**config.mk**
```make
export PLATFORM = sky130hd
export DESIGN_NAME = fwd_hazard_sb
export DESIGN_NICKNAME = d
export VERILOG_FILES = /design/src/rtl/fwd_hazard_sb.sv
export SDC_FILE = /design/constraint.sdc
export NUM_CORES = 1
export LEC_CHECK = 0
export ABC_CLOCK_PERIOD_IN_PS = 2300
export BUFFER_PORTS_ARGS = -buffer_cell sky130_fd_sc_hd__buf_4
export CAP_MARGIN = 20
export CORE_ASPECT_RATIO = 0.5
export CORE_MARGIN = 2
export CORE_UTILIZATION = 41
export DETAILED_ROUTE_END_ITERATION = 10
export PLACE_DENSITY = 0.65
export SLEW_MARGIN = 20
export SYNTH_ARGS = -nofsm -noshare
export SYNTH_HDL_FRONTEND = slang
export SYNTH_SLANG_ARGS = --single-unit
export TNS_END_PERCENT = 5
```
**constraint.sdc**
```tcl
create_clock -name clk -period 2.3 [get_ports clk]
set_input_delay 0.115 -clock clk [delete_from_list [all_inputs] [get_ports clk]]
set_output_delay 0.115 -clock clk [all_outputs]
set_load 0.05 [all_outputs]
```
**src/rtl/fwd_hazard_sb.sv**
```systemverilog
// ============================================================================
// Module   : fwd_hazard_sb
// Purpose  : ID-stage forwarding and hazard scoreboard. Tracks in-flight GPR
//            writes through DEPTH post-ID stages (0=EX, 1=MEM, 2=WB), each
//            tagged with the stage at whose end its result exists. Produces
//            per-read-port forward selects, a unified stall, and interlocks
//            HI/LO readers against a multi-cycle mult/div unit.
// Ports    : clk, rst_n (async active-low)
//            id_valid, id_rs_addr[NRP*RW], id_rs_used[NRP]   - ID read side
//            id_wr_en, id_wr_addr[RW], id_rdy_stage[SELW]    - ID write side
//            id_is_md, id_uses_hilo, flush                   - control
//            fwd_sel[NRP*SELW] (0=regfile, k+1=stage k tap), stall,
//            hilo_stall, md_busy
//            stat_stall_cnt[32], stat_fwd_cnt[32] (only with the option)
// Option   : define FWD_HAZARD_SB_STATS_EN to add saturating stall/forward
//            event counters.
// Revision : 1.0 - initial release
// ============================================================================
`default_nettype none

module fwd_hazard_sb #(
  parameter int NRP    = 2,
  parameter int DEPTH  = 3,
  parameter int RW     = 5,
  parameter int MD_LAT = 32,
  parameter int SELW   = $clog2(DEPTH + 1)
) (
  input  logic              clk,
  input  logic              rst_n,
  input  logic              id_valid,
  input  logic [NRP*RW-1:0] id_rs_addr,
  input  logic [NRP-1:0]    id_rs_used,
  input  logic              id_wr_en,
  input  logic [RW-1:0]     id_wr_addr,
  input  logic [SELW-1:0]   id_rdy_stage,
  input  logic              id_is_md,
  input  logic              id_uses_hilo,
  input  logic              flush,
  output logic [NRP*SELW-1:0] fwd_sel,
  output logic              stall,
  output logic              hilo_stall,
  output logic              md_busy
`ifdef FWD_HAZARD_SB_STATS_EN
  ,
  output logic [31:0]       stat_stall_cnt,
  output logic [31:0]       stat_fwd_cnt
`endif
);

  localparam int c_cntW = $clog2(MD_LAT + 1);
  localparam logic [c_cntW-1:0] c_mdLoad = c_cntW'(MD_LAT);

  // Scoreboard entries: index k is the instruction currently in stage k.
  logic [DEPTH-1:0] r_entV;
  logic [RW-1:0]    r_entAddr [DEPTH];
  logic [SELW-1:0]  r_entRdy  [DEPTH];
  logic [c_cntW-1:0] r_mdCnt;

  logic             w_acc;
  logic [NRP-1:0]   w_hazVec;
`ifdef FWD_HAZARD_SB_STATS_EN
  logic [NRP-1:0]   w_fwdOk;
`endif

  // --------------------------------------------------------------------------
  // Per-port lookup. The loop runs oldest to youngest so the youngest
  // matching entry is the last assignment and therefore wins.
  // --------------------------------------------------------------------------
  for (genvar p = 0; p < NRP; p++) begin : g_port
    logic [RW-1:0]   w_addr;
    logic            w_active;
    logic [SELW-1:0] w_sel;
    logic            w_haz;

    assign w_addr   = id_rs_addr[p*RW +: RW];
    assign w_active = id_valid & id_rs_used[p] & (w_addr != '0);

    always_comb begin
      w_sel = '0;
      w_haz = 1'b0;
      for (int k = DEPTH - 1; k >= 0; k--) begin
        if (w_active && r_entV[k] && (r_entAddr[k] == w_addr)) begin
          w_sel = SELW'(k + 1);
          // Result only exists once the producer has finished its ready stage.
          w_haz = (SELW'(k) < r_entRdy[k]);
        end
      end
    end

    assign fwd_sel[p*SELW +: SELW] = w_sel;
    assign w_hazVec[p]             = w_haz;
`ifdef FWD_HAZARD_SB_STATS_EN
    assign w_fwdOk[p]              = (w_sel != '0) & ~w_haz;
`endif
  end

  assign md_busy    = (r_mdCnt != '0);
  assign hilo_stall = id_valid & id_uses_hilo & md_busy;
  assign stall      = hilo_stall | (|w_hazVec);
  // Flush dominates: a squashed instruction neither allocates nor starts mult/div.
  assign w_acc      = id_valid & ~stall & ~flush;

  // --------------------------------------------------------------------------
  // Entry shift. The stages behind ID never stall, so entries advance every
  // edge; a stalled or squashed ID inserts a bubble at entry 0.
  // --------------------------------------------------------------------------
  always_ff @(posedge clk or negedge rst_n) begin
    if (!rst_n) begin
      r_entV <= '0;
      for (int k = 0; k < DEPTH; k++) begin
        r_entAddr[k] <= '0;
        r_entRdy[k]  <= '0;
      end
    end else begin
      r_entV[0]    <= w_acc & id_wr_en & (id_wr_addr != '0);
      r_entAddr[0] <= id_wr_addr;
      r_entRdy[0]  <= id_rdy_stage;
      for (int k = 1; k < DEPTH; k++) begin
        r_entV[k]    <= r_entV[k-1];
        r_entAddr[k] <= r_entAddr[k-1];
        r_entRdy[k]  <= r_entRdy[k-1];
      end
    end
  end

  // Mult/div busy counter; a flush in ID does not abort a running operation.
  always_ff @(posedge clk or negedge rst_n) begin
    if (!rst_n) begin
      r_mdCnt <= '0;
    end else if (w_acc && id_is_md) begin
      r_mdCnt <= c_mdLoad;
    end else if (r_mdCnt != '0) begin
      r_mdCnt <= r_mdCnt - 1'b1;
    end
  end

`ifdef FWD_HAZARD_SB_STATS_EN
  localparam int c_incW = $clog2(NRP + 1);

  logic [c_incW-1:0] w_fwdInc;
  logic [32:0]       w_fwdSum;

  always_comb begin
    w_fwdInc = '0;
    for (int p = 0; p < NRP; p++) begin
      w_fwdInc = w_fwdInc + c_incW'(w_fwdOk[p]);
    end
  end

  // One extra bit catches the wrap so the counter can pin at all-ones.
  assign w_fwdSum = {1'b0, stat_fwd_cnt} + 33'(w_fwdInc);

  always_ff @(posedge clk or negedge rst_n) begin
    if (!rst_n) begin
      stat_stall_cnt <= '0;
      stat_fwd_cnt   <= '0;
    end else begin
      if (stall && (stat_stall_cnt != '1)) begin
        stat_stall_cnt <= stat_stall_cnt + 32'd1;
      end
      stat_fwd_cnt <= w_fwdSum[32] ? '1 : w_fwdSum[31:0];
    end
  end
`endif

endmodule

`default_nettype wire
```
==> flow_summary.yaml <==
run_status:
  status: "finished, violations left"
  violations: "negative setup slack"
final_layout:
  layout-area-overhead-vs-synth_pct: 36.43
  instances_no_fill: 235
  utilization_pct: 59.24
  mostFrequentLayoutCell: "buf_4"
  nets: 210
  antennaDiodeCount: 0
  layout_common_cells: "buf_4 (37), dfrtp_1 (30), xnor2_1 (23)"
  layout-drive-gt1-share_pct: 33.15
global_routing:
  grt_antenna_before_repair: 0
  grt_overflow_total: 0
  grt_max_degree: 31
  grt_pass1_wl_um: 5216
  grt_pass1_vias: 1092
  grt_usage_pct: 17.24
worst_setup_path:
  critPathLaunchType: "flip-flop"
  path_class: "flip-flop to output port"
  cpMaxStageDelayCell: "dfrtp_1"
  cp-startpoint: "r_mdCnt[1]"
  r2r_start: "r_mdCnt[1]"
  worst-path-max-fanout: 3
  crit_chain: "inv_1 -> ha_2 -> or3b_4 -> or3_4 -> and3_4 -> a31o_4 -> a21oi_4 -> nand2_4 -> buf_8"
  crit_buf_inv: 2
  crit_arrival_ns: 2.32
  regToRegSetupSlack_ns: 0.04
  critPathMaxStageDelay_ns: 0.38
  cp_top_family: "simple AND/OR/NAND/NOR gates"
  critPathCaptureType: "output port"
  worstPathRequired_ns: 2.18
drt:
  m1WireLength_um: 1443
  wirelength_um: 3135
  drc: 0
  drt_iter0_markers: 42
  routed_via_density: 4.851
  wl_met2_um: 1482
  dr_total_vias: 1140
  wl_met3_um: 163
  routedWlPerCell_um: 13.34
  ant_nets: 0
  first_pass_iters: 4
  top_layer: "met4"
synthesis:
  synth_seq_cells: 30
  ys_seq_area_share_pct: 49.79
  synthesis.nets: 157
  synth_edf_count: 0
  ys.warnings.count: 0
  synthDistinctLibCells: 37
  netlist_instances: 130
  async_flop_share_pct: 100.0
  synth_ff_type: "dfrtp_1"
  synth.avg_cell_area_um2: 11.60
  syn_area_um2: 1508
placement:
  place.gp.congestion: 0.8776
  dp_hpwl_um: 2347
  port_buffers: 32
  place_ws_ns: 0.02809
  numPlacedInstances: 215
floorplanning:
  start_util_pct: 43.42
  ioPinCount: 33
  rows: 15
  die_w_um: 89.76
  die_y_um: 46.88
  die_area_um2: 4208
  design.core.area_um2: 3472
cts:
  clk_pin_slew_ns: 0.06
  clkSinkCount: 30
  root_buffer: "clkbuf_8"
  cts_buffers: 5
  htreeDepth: 2
  clock_path_buffers: 2
  insertion_delay_ns: 0.28
  cts_tree: "yes"
worst_hold_path:
  hold_start: "id_wr_en"
  hold_path.class: "primary input to flip-flop"
timing:
  skew_ns: 0.003748
  finalSetupTns_ns: -0.1328
  worstMarginPinSlew_ns: 0.3839
  max_freq_mhz: 411.0
  slew_headroom_pct: 74.41
  hold_viol: 0
  fin_crit_ns: 2.433
  finalCritPeriodShare_pct: 105.8
  slew_viol_final: 0
  rsz0062_at_grt: "true"
  setup_violations: 1
  final.setup.worst_slack_ns: -0.1328
power:
  p_leak_uw: 0.0008973
  ir_worst_vdd_v: 0.0003995
  power_density_nw_per_um2: 732.6
run:
  maxCapViolations: 0
[state kept, by name (all words and copies together), names as in the netlist]
| signal | count |
|---|---|
| r_entV | 3 |
| r_mdCnt | 6 |
| r_entAddr | 15 |
| r_entRdy | 6 |
[repair_timing]
action / CTS / global route
endpoints found under the setup margin: 1 / 8
hold buffers: 8 / 0
setup buffers: 4 / 0
resized for setup: 5 / 2
cloned: 0 / 0
endpoints found under the hold margin: 37 / 0
[cells in the mapped netlist (2+ instances only)]
master / n / area (µm²)
o21ai_0: 2 / 10.01
nor3b_1: 2 / 15.01
nor4_1: 2 / 12.51
nand4_1: 4 / 25.02
nor3_1: 6 / 30.03
dfrtp_1: 30 / 750.7
inv_1: 3 / 11.26
a21oi_1: 9 / 45.04
xor2_1: 8 / 70.07
xnor2_1: 23 / 201.4
or4_1: 2 / 15.01
mux2_2: 2 / 22.52
nand2_1: 9 / 33.78
or3_1: 4 / 25.02
nor2_1: 2 / 7.510
[kinds of logic after synthesis]
group	after synthesis	synth area share, %
simple gates	41	16.93
xor+xnor	31	18.01
flops	30	49.79
compound gates	21	11.45
buf+inv	4	1.494
mux	2	1.494
fa+ha+maj	1	0.8297
[metrics by stage]
stage / instance area [µm²] / total power, µW / hold WS (ns)
floorplan: 1515 / 923.2 / -0.1806
global route: 2057 / 1612 / 0.2406
finish: 2057 / 1507 / 0.2313
CTS: 2048 / 1524 / 0.2242
detailed placement: 1831 / 1036 / 0.06119
global placement: 1831 / 1032 / 0.05678
[worst reg2reg max path: cells and delay by family, from the launching register on]
family | cells | cell delay, ns
AND/OR/NAND/NOR | 3 | 0.86
adder cells (fa/ha/maj) | 1 | 0.16
AO/OA/AOI/OAI | 3 | 0.42
buffers and inverters | 3 | 0.31
flip-flops | 1 | 0.38
[path summary, 6_finish.rpt]
check                                end  cells after the start
setup / recovery                   stall                      9
hold / removal                 r_entV[0]                      4
setup reg to reg              r_mdCnt[3]                     10
hold reg to reg              r_entRdy[0]                      0
max in group asynchronous   r_entAddr[2]                      2
min in group asynchronous  r_entAddr[12]                      2
[where the power goes]
group	switching (µW)	internal (µW)	total (µW)
registers	57.0	601	658
logic	191	244	436
clock network	202	212	413
total	450	1060	1510
[routing by layer]
metal | track usage, % | up-vias
li1 | - | 560
met1 | 20.97 | 552
met2 | 27.58 | 23
met3 | 7.223 | 5
met4 | 9.231 | 0
met5 | 0 | -
[area by class of cell]
type	count	area [µm²]
flip-flops and latches	30	750.7
clock buffers	5	68.82
well taps	51	63.81
clock inverters	3	21.27
multi-input cells	96	757.0
repair buffers	47	384.1
fillers	308	1415
inverters	3	11.26
Power figures use the tool's default switching activity.
